<file path="config.mk">
export PLATFORM = sky130hd
export DESIGN_NAME = sha256_round_engine
export DESIGN_NICKNAME = d
export VERILOG_FILES = /design/src/rtl/sha256_round_engine.sv
export SDC_FILE = /design/constraint.sdc
export NUM_CORES = 2
export LEC_CHECK = 0
export ABC_AREA = 0
export BUFFER_PORTS_ARGS = -buffer_cell sky130_fd_sc_hd__clkbuf_2
export CAP_MARGIN = 25
export CORE_AREA = 2 2 406 408
export CTS_CLUSTER_DIAMETER = 150
export CTS_CLUSTER_SIZE = 8
export DETAILED_ROUTE_END_ITERATION = 10
export DIE_AREA = 0 0 408 410
export HOLD_SLACK_MARGIN = 0.08
export PLACE_DENSITY_LB_ADDON = 0.08
export SLEW_MARGIN = 0
export SYNTH_ARGS = -nofsm -noshare
export SYNTH_HDL_FRONTEND = slang
export SYNTH_SLANG_ARGS = --single-unit
</file>
<file path="constraint.sdc">
create_clock -name clk -period 34 [get_ports clk]
set_input_delay 1.7 -clock clk [delete_from_list [all_inputs] [get_ports clk]]
set_output_delay 1.7 -clock clk [all_outputs]
set_load 0.05 [all_outputs]
</file>
<file path="src/rtl/sha256_round_engine.sv">
// Iterative SHA-256 compression core: one 512-bit block per job, one round per clock.
// Optional macro SHA256_IV_SEL_EN adds a use_iv input that selects the FIPS 180-4 IV instead of hash_in.
module sha256_round_engine #(
  parameter int unsigned ROUNDS = 64,
  parameter int unsigned CNT_W  = 7
) (
  input  logic         clk,
  input  logic         rst_n,
  input  logic         start,
`ifdef SHA256_IV_SEL_EN
  input  logic         use_iv,
`endif
  input  logic [511:0] block_in,
  input  logic [255:0] hash_in,
  output logic         ready,
  output logic         digest_valid,
  output logic [255:0] digest_out
);

  typedef enum logic [1:0] {
    IDLE  = 2'd0,
    ROUND = 2'd1,
    FINAL = 2'd2
  } state_t;

  localparam logic [255:0] SHA256_IV =
    256'h6a09e667bb67ae853c6ef372a54ff53a510e527f9b05688c1f83d9ab5be0cd19;

  localparam logic [31:0] K_ROM [64] = '{
    32'h428a2f98, 32'h71374491, 32'hb5c0fbcf, 32'he9b5dba5,
    32'h3956c25b, 32'h59f111f1, 32'h923f82a4, 32'hab1c5ed5,
    32'hd807aa98, 32'h12835b01, 32'h243185be, 32'h550c7dc3,
    32'h72be5d74, 32'h80deb1fe, 32'h9bdc06a7, 32'hc19bf174,
    32'he49b69c1, 32'hefbe4786, 32'h0fc19dc6, 32'h240ca1cc,
    32'h2de92c6f, 32'h4a7484aa, 32'h5cb0a9dc, 32'h76f988da,
    32'h983e5152, 32'ha831c66d, 32'hb00327c8, 32'hbf597fc7,
    32'hc6e00bf3, 32'hd5a79147, 32'h06ca6351, 32'h14292967,
    32'h27b70a85, 32'h2e1b2138, 32'h4d2c6dfc, 32'h53380d13,
    32'h650a7354, 32'h766a0abb, 32'h81c2c92e, 32'h92722c85,
    32'ha2bfe8a1, 32'ha81a664b, 32'hc24b8b70, 32'hc76c51a3,
    32'hd192e819, 32'hd6990624, 32'hf40e3585, 32'h106aa070,
    32'h19a4c116, 32'h1e376c08, 32'h2748774c, 32'h34b0bcb5,
    32'h391c0cb3, 32'h4ed8aa4a, 32'h5b9cca4f, 32'h682e6ff3,
    32'h748f82ee, 32'h78a5636f, 32'h84c87814, 32'h8cc70208,
    32'h90befffa, 32'ha4506ceb, 32'hbef9a3f7, 32'hc67178f2
  };

  function automatic logic [31:0] rotr(input logic [31:0] x, input int unsigned n);
    return (x >> n) | (x << (32 - n));
  endfunction

  function automatic logic [31:0] big_s0(input logic [31:0] x);
    return rotr(x, 2) ^ rotr(x, 13) ^ rotr(x, 22);
  endfunction

  function automatic logic [31:0] big_s1(input logic [31:0] x);
    return rotr(x, 6) ^ rotr(x, 11) ^ rotr(x, 25);
  endfunction

  function automatic logic [31:0] small_s0(input logic [31:0] x);
    return rotr(x, 7) ^ rotr(x, 18) ^ (x >> 3);
  endfunction

  function automatic logic [31:0] small_s1(input logic [31:0] x);
    return rotr(x, 17) ^ rotr(x, 19) ^ (x >> 10);
  endfunction

  state_t            state, state_next;
  logic [CNT_W-1:0]  cnt;
  logic [31:0]       hv [8];
  logic [31:0]       a, b, c, d, e, f, g, h;
  logic [31:0]       w [16];

  logic [255:0]      init_h;
  logic [5:0]        k_idx;
  logic [31:0]       k;
  logic [31:0]       t1, t2;
  logic [31:0]       w_new;
  logic              last_round;

  always_comb begin
    init_h = hash_in;
`ifdef SHA256_IV_SEL_EN
    if (use_iv) init_h = SHA256_IV;
`endif
  end

  always_comb begin
    k_idx      = 6'(cnt);
    k          = K_ROM[k_idx];
    t1         = h + big_s1(e) + ((e & f) ^ (~e & g)) + k + w[0];
    t2         = big_s0(a) + ((a & b) ^ (a & c) ^ (b & c));
    // window holds W[cnt..cnt+15]; this produces W[cnt+16]
    w_new      = small_s1(w[14]) + w[9] + small_s0(w[1]) + w[0];
    last_round = (cnt == CNT_W'(ROUNDS - 1));
  end

  always_comb begin
    state_next = state;
    case (state)
      IDLE:    if (start) state_next = ROUND;
      ROUND:   if (last_round) state_next = FINAL;
      FINAL:   state_next = IDLE;
      default: state_next = IDLE;
    endcase
  end

  assign ready = (state == IDLE);

  always_ff @(posedge clk) begin
    if (!rst_n) begin
      state        <= IDLE;
      cnt          <= '0;
      digest_valid <= 1'b0;
      digest_out   <= '0;
      {a, b, c, d, e, f, g, h} <= '0;
      for (int unsigned i = 0; i < 8; i++) hv[i] <= '0;
      for (int unsigned i = 0; i < 16; i++) w[i] <= '0;
    end else begin
      state        <= state_next;
      digest_valid <= 1'b0;
      case (state)
        IDLE: begin
          if (start) begin
            for (int unsigned i = 0; i < 8; i++) hv[i] <= init_h[255 - 32*i -: 32];
            {a, b, c, d, e, f, g, h} <= init_h;
            for (int unsigned i = 0; i < 16; i++) w[i] <= block_in[511 - 32*i -: 32];
            cnt <= '0;
          end
        end
        ROUND: begin
          h <= g;
          g <= f;
          f <= e;
          e <= d + t1;
          d <= c;
          c <= b;
          b <= a;
          a <= t1 + t2;
          for (int unsigned i = 0; i < 15; i++) w[i] <= w[i + 1];
          w[15] <= w_new;
          cnt   <= cnt + 1'b1;
        end
        FINAL: begin
          digest_out   <= {hv[0] + a, hv[1] + b, hv[2] + c, hv[3] + d,
                           hv[4] + e, hv[5] + f, hv[6] + g, hv[7] + h};
          digest_valid <= 1'b1;
        end
        default: ;
      endcase
    end
  end

endmodule

</file>
==> results.md <==
- Outcome: completed
- Simple-Gate Fraction of Synth Area: 12.1%
- Top-area cell type share of the netlist area: 30.0%
- Pwr dens: 130 nW/um2
- WP buf/inv: 7
- Initial drt markers: 6858
- Max-slew headroom: 19.9%
- CP max-delay cell: ha_1
- Resized Gates After CTS: 0
- Leakage: 39.2 nW
- Hold path depth: 2
- Final global-route overflow total: 0
- Die Ht: 410 um
- Worst Path Required: 34.72 ns
- Synth warnings: 0
- CTS sink cnt: 1290
- F_max: 94.3 MHz
- Drt via density: 6.12
- CTS tree: built
- H-tree lvl count: 4
- Syn Inst Count: 7788
- Layout Nets: 9925
- FFs w/ async S/R, synth: 0%
- Initial antenna violation count: 37
- Clock Path Buffers: 3
- Fin. Hold Viols: 0
- Routability congestion estimate: 0.981
- Drt pass-1 iters: 6
- Hold-fix buffers, CTS: 0
- WL final: 318 mm
- Share of the yosys chip area belonging to registers: 43.7%
- Largest register FFs: 512
- Startpoint types: flip-flop
- Number of synthesized flops with an enable pin: 768
- Max stage delay on crit path: 0.95 ns
- Prevailing post-synth register cell: edfxtp_1
- Drt wl/cell: 29.3 um
- Final core occ: 54.2%
- Die area: 167000 um2
- Final antenna-violating net count: 0
- Slew Limit Fails: 0
- Post-synth top area cell: edfxtp_1
- Unrepaired setup endpoints after global routing: false
- Main combinational cell family by area after synthesis: compound AO/OA/AOI/OAI gates
- VDD IR max: 0.000238 V
- Register Area: 33500 um2
- Area of the multi-input gates: 40200 um2
- Clk root buf: clkbuf_16
- Complex-gate fraction of the synthesized area: 21.7%
- Clock Latency Late Sink: 0.86 ns
- Tightest Hold Check Type: flip-flop to flip-flop
- Fin crit share: 31.2%
- Post-CTS Repair Setup Buffers: 0
- Number of global-route vias before repair: 63900
- R2R depth: 37
- Core Box Area: 163000 um2
- Die X: 408 um
- Multiplexer area fraction after synthesis: 0.680%
- Crit path time final: 10.61 ns
- Biggest regs: w (512), digest_out (256), hv (256)
- Rows: 149
- Max cap viols: 0
- HPWL Detailed: 242 mm
- Biggest register: w
- Starting Density: 46.9%
- Crit path depth: 37
- Adder-cell area share of the yosys netlist: 11.5%
- Syn_nets: 9147
- XOR/XNOR Fraction of Synth Area: 6.31%
- Synth area leaders: edfxtp_1 (30%), dfxtp_1 (14%), ha_1 (6.4%)
- Filler Cells Inserted: 14900
- Clock-pin slew on the worst setup and hold paths: 0.06 ns
- Top Family by Delay on Critical Path: adder cells
- Cell area after synthesis: 76800 um2
- Largest net degree at the start of global routing: 224
- CP max FO: 30
- DRC: 0
- Worst Tran Pin Value: 1.19 ns
- Yosys reg bits: 1290
- GRT Resource Usage Total: 36.8%
- Worst Clk Skew: 0.0523 ns
- Endpoint type of the worst setup path: flip-flop
- I/O pin count: 1029
- Fraction of layout cells with a size suffix above 1: 16.1%
- Syn avg cell area: 9.86 um2
- Final Setup Violations: 0
- Unique masters post-synth: 96
- Port Buffers: 1028
- DR vias: 66500
- Area Growth Syn to Fin: 15.5%
- First-pass GRT wire length: 450 mm
- Arr. time, crit path: 11.33 ns
- TNS Setup: 0 ns
- Power, Total: 11.6 mW
- Num CTS Buffers: 179
- Crit Path Category: flip-flop to flip-flop
power by group:
group,leakage (nW),internal [mW],switching (mW)
combinational,24.1,3.05,4.70
clock,2.46,0.998,0.701
sequential,12.7,1.87,0.241
cells in the mapped netlist (50+ instances only):
master    instances
nor2_1          269
fa_1            195
a221o_1         132
edfxtp_1        768
o21ai_0         322
nand2b_1         56
nand2_1        1021
inv_1           320
xor2_1          183
dfxtp_1         522
nand3_1          90
a22o_1          321
and3_1          224
ha_1            393
xnor2_1         370
o21a_1           62
and2_1           86
a21o_1          226
nor3_1           70
a31oi_1          50
a22oi_1         120
a21oi_1         807
clkbuf_1        468
a211oi_1         73
logic make-up (layout without fill, tap and decap cells):
group           after synthesis  in the layout
compound gates             2469           2469
mux                          47             47
fa+ha+maj                   591            591
buf+inv                     831           1717
xor+xnor                    553            553
simple gates               2007           2007
other cells                   0              9
flops                      1290           1290
layer usage:
| metal | global-route usage (%) | routed length [um] | vias up | part of all wire (%) |
|---|---|---|---|---|
| met5 | 0 | 357 | - | 0.11 |
| met3 | 7.84 | 27000 | 648 | 8.5 |
| met1 | 46.4 | 125000 | 32600 | 39 |
| met2 | 59.8 | 148000 | 3240 | 47 |
| li1 | - | - | 29900 | - |
| met4 | 18.6 | 17700 | 52 | 5.6 |
area by class of cell:
| cell class | instances | share of cell area, % |
|---|---|---|
| multi-input combinational | 5667 | 45.3 |
| sequential | 1290 | 37.8 |
| timing repair buffer | 1105 | 6.58 |
| clock buffer | 281 | 5.65 |
| tap | 2189 | 3.09 |
| inverter | 323 | 1.40 |
| clock inverter | 8 | 0.143 |
| antenna | 9 | 0.0254 |
per-stage QoR:
step	worst slack, ns	hold WS (ns)	instances	area, um2
after floorplan	21.06	0.454	7788	76800
after global placement	23.54	0.434	10600	83400
after detailed placement	23.54	0.442	10600	83400
after CTS	23.49	0.450	10900	88600
after global routing	22.83	0.465	10900	88700
final	23.39	0.449	10900	88700
layout by cell type, fill, tap and decap left out, types with 73 or more instances in the layout:
| cell type | count |
|---|---|
| inv_1 | 316 |
| nand2_1 | 1019 |
| and2_1 | 85 |
| xnor2_1 | 370 |
| clkbuf_2 | 1027 |
| a21oi_1 | 807 |
| a22o_1 | 321 |
| a211oi_1 | 73 |
| and3_1 | 224 |
| nand3_1 | 90 |
| nor2_1 | 265 |
| clkbuf_1 | 95 |
| clkbuf_16 | 186 |
| o21ai_0 | 322 |
| edfxtp_1 | 768 |
| a221o_1 | 132 |
| a21o_1 | 226 |
| xor2_1 | 183 |
| fa_1 | 195 |
| a22oi_1 | 120 |
| ha_1 | 393 |
| dfxtp_1 | 518 |
tightest hold or removal path, stage by stage, from the launching register on:
cell	delay [ns]
dfxtp_1	0.30
nand2_1	0.05
a21oi_1	0.05
path summary, 6_finish.rpt:
| check | slack [ns] | end | from |
|---|---|---|---|
| min reg2reg | 0.45 | digest_out[135]$_SDFFE_PN0P_ | digest_out[135]$_SDFFE_PN0P_ |
| max | 23.39 | a[30]$_SDFFE_PN0P_ | cnt[1]$_SDFFE_PN0P_ |
| max reg2reg | 23.39 | a[30]$_SDFFE_PN0P_ | cnt[1]$_SDFFE_PN0P_ |
| min | 0.45 | digest_out[135]$_SDFFE_PN0P_ | digest_out[135]$_SDFFE_PN0P_ |
Note: power is estimated with default switching activity, not from simulation.
